**src/rtl/rs232out.sv**
```systemverilog
// rs232out: 8N1 asynchronous serial transmitter with a small valid/ready input FIFO.
// Bytes are shifted out LSB first, frames back-to-back while the FIFO has data.
// Optional build macro RS232OUT_PARITY_EN adds a parity bit after the data bits
// (even parity by default, odd when parameter odd_parity is set).
module rs232out #(
  parameter int bps       = 57_600,
  parameter int frequency = 25_000_000,
  parameter int period    = frequency / bps - 1,
  parameter int fifo_log2 = 2
`ifdef RS232OUT_PARITY_EN
  ,
  parameter bit odd_parity = 1'b0
`endif
) (
  input  logic       clock,
  input  logic       reset_n,
  input  logic [7:0] transmit_data,
  input  logic       transmit_valid,
  output logic       transmit_ready,
  output logic       serial_out,
  output logic       idle
);

  localparam int DEPTH = 1 << fifo_log2;
  localparam int PW = fifo_log2 + 1;
  localparam logic [15:0] PERIOD16 = 16'(period);

  typedef enum logic [2:0] {
    S_IDLE,
    S_START,
    S_DATA,
`ifdef RS232OUT_PARITY_EN
    S_PARITY,
`endif
    S_STOP
  } state_t;

  logic [7:0]    r_mem [DEPTH];
  logic [PW-1:0] r_wrPtr;
  logic [PW-1:0] r_rdPtr;
  logic          r_ready;

  state_t        r_state;
  logic [15:0]   r_baud;
  logic [2:0]    r_bitCount;
  logic [7:0]    r_shift;
  logic          r_serial;
  logic          r_idle;
`ifdef RS232OUT_PARITY_EN
  logic          r_parity;
`endif

  logic          w_empty;
  logic          w_push;
  logic          w_pop;
  logic          w_boundary;
  logic [PW-1:0] w_wrNext;
  logic [PW-1:0] w_rdNext;
  logic          w_fullNext;
  logic          w_emptyNext;
  logic [7:0]    w_head;

  assign w_empty     = (r_wrPtr == r_rdPtr);
  assign w_push      = transmit_valid & r_ready;
  assign w_boundary  = (r_baud == 16'd0);
  assign w_pop       = !w_empty && ((r_state == S_IDLE) || ((r_state == S_STOP) && w_boundary));
  assign w_wrNext    = r_wrPtr + {{(PW-1){1'b0}}, w_push};
  assign w_rdNext    = r_rdPtr + {{(PW-1){1'b0}}, w_pop};
  assign w_fullNext  = (w_wrNext[PW-1] != w_rdNext[PW-1]) &&
                       (w_wrNext[PW-2:0] == w_rdNext[PW-2:0]);
  assign w_emptyNext = (w_wrNext == w_rdNext);
  assign w_head      = r_mem[r_rdPtr[fifo_log2-1:0]];

  assign transmit_ready = r_ready;
  assign serial_out     = r_serial;
  assign idle           = r_idle;

  // FIFO storage: written on every accepted byte, no reset needed since pointers gate reads.
  always_ff @(posedge clock) begin
    if (w_push) begin
      r_mem[r_wrPtr[fifo_log2-1:0]] <= transmit_data;
    end
  end

  // FIFO pointers and registered ready, computed from the post-update occupancy.
  always_ff @(posedge clock or negedge reset_n) begin
    if (!reset_n) begin
      r_wrPtr <= '0;
      r_rdPtr <= '0;
      r_ready <= 1'b1;
    end else begin
      r_wrPtr <= w_wrNext;
      r_rdPtr <= w_rdNext;
      r_ready <= !w_fullNext;
    end
  end

  // Frame sequencer: baud timer, shift register, line driver and idle flag.
  always_ff @(posedge clock or negedge reset_n) begin
    if (!reset_n) begin
      r_state    <= S_IDLE;
      r_baud     <= 16'd0;
      r_bitCount <= 3'd0;
      r_shift    <= 8'd0;
      r_serial   <= 1'b1;
      r_idle     <= 1'b1;
`ifdef RS232OUT_PARITY_EN
      r_parity   <= 1'b0;
`endif
    end else begin
      if (!w_boundary) begin
        r_baud <= r_baud - 16'd1;
      end
      case (r_state)
        S_IDLE: begin
          if (w_pop) begin
            r_shift  <= w_head;
`ifdef RS232OUT_PARITY_EN
            r_parity <= (^w_head) ^ odd_parity;
`endif
            r_serial <= 1'b0;
            r_baud   <= PERIOD16;
            r_state  <= S_START;
            r_idle   <= 1'b0;
          end else begin
            r_idle <= w_emptyNext;
          end
        end
        S_START: begin
          if (w_boundary) begin
            r_state    <= S_DATA;
            r_bitCount <= 3'd0;
            r_serial   <= r_shift[0];
            r_baud     <= PERIOD16;
          end
        end
        S_DATA: begin
          if (w_boundary) begin
            r_baud <= PERIOD16;
            if (r_bitCount == 3'd7) begin
`ifdef RS232OUT_PARITY_EN
              r_state  <= S_PARITY;
              r_serial <= r_parity;
`else
              r_state  <= S_STOP;
              r_serial <= 1'b1;
`endif
            end else begin
              r_shift    <= {1'b0, r_shift[7:1]};
              r_serial   <= r_shift[1];
              r_bitCount <= r_bitCount + 3'd1;
            end
          end
        end
`ifdef RS232OUT_PARITY_EN
        S_PARITY: begin
          if (w_boundary) begin
            r_state  <= S_STOP;
            r_serial <= 1'b1;
            r_baud   <= PERIOD16;
          end
        end
`endif
        S_STOP: begin
          if (w_boundary) begin
            if (w_pop) begin
              r_shift  <= w_head;
`ifdef RS232OUT_PARITY_EN
              r_parity <= (^w_head) ^ odd_parity;
`endif
              r_serial <= 1'b0;
              r_baud   <= PERIOD16;
              r_state  <= S_START;
            end else begin
              r_state <= S_IDLE;
              r_idle  <= w_emptyNext;
            end
          end
        end
        default: begin
          r_state  <= S_IDLE;
          r_serial <= 1'b1;
        end
      endcase
    end
  end

endmodule

```
**config.mk**
```make
export PLATFORM = sky130hd
export DESIGN_NAME = rs232out
export DESIGN_NICKNAME = d
export VERILOG_FILES = /design/src/rtl/rs232out.sv
export SDC_FILE = /design/constraint.sdc
export NUM_CORES = 1
export LEC_CHECK = 0
export ABC_AREA = 1
export CAP_MARGIN = 15
export CORE_MARGIN = 2
export CORE_UTILIZATION = 50
export CTS_CLUSTER_SIZE = 25
export DETAILED_ROUTE_END_ITERATION = 8
export HOLD_SLACK_MARGIN = 0.12
export PLACE_DENSITY = 0.68
export SLEW_MARGIN = 20
export SYNTH_ARGS = -nofsm -noshare
export SYNTH_HDL_FRONTEND = slang
export SYNTH_SLANG_ARGS = --single-unit
```
**constraint.sdc**
```tcl
create_clock -name clock -period 5.15 [get_ports clock]
set_clock_uncertainty 0.05 [all_clocks]
set_input_delay 1.03 -clock clock [delete_from_list [all_inputs] [get_ports clock]]
set_output_delay 1.03 -clock clock [all_outputs]
set_load 0.05 [all_outputs]
```
==> impl_metrics.yaml <==
timing:
  setup_viol: 0
  relSlewSlack: 0.3401
  max_freq_mhz: 362.6
  period_needed_ps: 2758
  fin_setup_tns_ps: 0
  hold_viol: 0
  maxSlewViolCount: 0
  tightest_slew_ps: 982.3
  post-route-period-util: 0.5355
  rsz0062_at_grt: "false"
clock_network:
  clkTransAtPathRegs_ps: 80
  cts.hold.buffers_added: 0
  htreeDepth: 3
  clk_latency_ps: 340
  clockBufferDepth: 2
  cts_buffers: 9
  post_cts_buffers: 0
  clock_sinks: 70
  cts-root-buf: "clkbuf_8"
  tritoncts: "done"
  cts.repair.resized: 0
final_layout:
  diodes: 0
  drive_above_1_share: 0.08057
  final_util: 0.5848
  regArea_mm2: 0.001916
  multiInputGateArea_mm2: 0.001495
  areaGrowthSynthToFinish_pct: 12.79
  fill_cells: 629
  nets: 441
detailed_routing:
  dr.pass1.iters: 4
  wire_per_inst_um: 13.36
  totalWireLength_um: 6918
  vias: 2611
  initialDrtViolationCount: 149
  vias_per_cell: 5.041
  drc: 0
  postRouteAntennaNets: 0
min_path:
  hold_start: "idle"
  whs_path_depth: 2
  hold_class: "reg -> reg"
synth:
  yosysMostFrequentCell: "nand2_1"
  syn_area_per_cell_um2: 8.833
  ys_ff_latch: 70
  synthDistinctLibCells: 30
  synthesis.area_mm2: 0.003542
  async_flop_share: 0.5429
  yosysTopAreaCell: "edfxtp_1"
  ys_warn_count: 0
  synthesis.nets: 425
  synth_area_leaders: "edfxtp_1 (27%), dfrtp_1 (25%), nand2_1 (13%)"
  synth_cells: 401
  synth_edf_count: 32
  synth_common_cells: "nand2_1 (127), nand3_1 (57), nor2_1 (40)"
  synth_top_area_frac: 0.2713
  ys_seq_area_frac: 0.5408
  synthFlopType: "dfrtp_1"
placement:
  gp_congestion: 0.8244
  dp_hpwl_um: 5006
  port_buffers: 13
setup_path:
  critPathSlowestCell: "clkdlybuf4s50_1"
  crit_fanout: 2
  cp_num_buf_inv: 1
  reg2reg_from: "r_baud[0]"
  worstSetupPathType: "reg -> out"
  cp.arrival_ps: 1680
  cp-start-kind: "register"
  startpoint: "serial_out"
  critical_path.top_delay_family: "buffers and inverters"
  required_ps: 4070
  cpPeakStageDelay_ps: 790
  endpoint_kind: "output port"
  r2r_cells: 17
  critical_path_depth: 1
  crit_path_cell_trace: "clkdlybuf4s50_1"
global_routing:
  grt_max_degree: 39
  grt_pass1_wl_um: 11590
  grt_remaining_overflow: 0
  grt_util_all_layers: 0.1982
  antenna_found_initial: 0
  grt_pass1_vias: 2430
power_and_ir_drop:
  peakVddDrop_uv: 324.8
  p_leak_nw: 1.866
  power-per-cell-area_mw_per_mm2: 338.2
run_status:
  status: "finished, final reports clean"
run:
  cap_violations: 0
die:
  die_area_mm2: 0.007774
  core_mm2: 0.006832
  io_pins: 14
  start_util: 0.5185
  num_rows: 30
  fp.dieH_um: 88.17
  dieWidth_um: 88.17
[power breakdown]
part	switching, W	internal, W
Clock	0.000225	0.000280
Sequential	0.0000340	0.000653
Combinational	0.0000977	0.0000607
[final cells by class]
type / instances / area share
timing repair buffer: 13 / 0.03132
sequential: 70 / 0.4795
inverter: 29 / 0.02725
clock inverter: 7 / 0.02662
multi-input combinational: 294 / 0.3743
clock buffer: 9 / 0.03101
tap: 96 / 0.03007
[layout by cell type, fill, tap and decap left out, types with 7 or more instances in the layout]
cell type        instances
nand2_1                127
nand3_1                 57
nor2_1                  40
dfrtp_1                 35
edfxtp_1                32
inv_1                   28
ha_1                    13
clkdlybuf4s50_1         12
a21oi_1                 10
clkbuf_8                 9
o21ai_0                  7
xor2_1                   7
[layer usage]
| metal | track usage | up-vias | wire length [um] |
|---|---|---|---|
| met4 | 0.05923 | 0 | 88 |
| met2 | 0.3254 | 43 | 3360 |
| met5 | 0 | - | 0 |
| li1 | - | 1355 | - |
| met1 | 0.2598 | 1204 | 3217 |
| met3 | 0.05184 | 9 | 252 |
[sequential cells by signal, indices dropped and copies added, names as in the netlist]
signal	count
serial_out	1
r_bitCount	3
idle	1
r_state	2
r_wrPtr	3
r_rdPtr	3
r_mem	32
transmit_ready	1
r_baud	16
r_shift	8
[kinds of logic (layout without fill, tap and decap cells)]
family	count (synthesis)	after routing	synth area share
AND/OR/NAND/NOR	247	247	0.3062
XOR/XNOR	12	12	0.02967
adder cells (fa/ha/maj)	13	13	0.04592
buffers and inverters	37	58	0.03991
flip-flops	70	70	0.5408
AO/OA/AOI/OAI	22	22	0.03745
[per-stage QoR]
stage / hold WS, ps / instance area (um2) / total power (W) / setup slack, ps / cells
global placement: 406.4 / 3755 / 0.0008478 / 2296 / 502
finish: 421.7 / 3995 / 0.001351 / 2392 / 518
detailed placement: 413.3 / 3755 / 0.0008544 / 2189 / 502
CTS: 427.3 / 3985 / 0.001359 / 2373 / 518
floorplan: 392.2 / 3542 / 0.0007993 / 2823 / 401
global route: 442.2 / 3995 / 0.001414 / 2245 / 518
[final timing paths]
path,slack [ps],endpoint
max,2390,serial_out
min,420,idle
max reg2reg,2480,idle
min reg2reg,420,idle
max in group asynchronous,3760,r_rdPtr[1]
min in group asynchronous,740,r_baud[11]
Note: power is estimated with default switching activity, not from simulation.
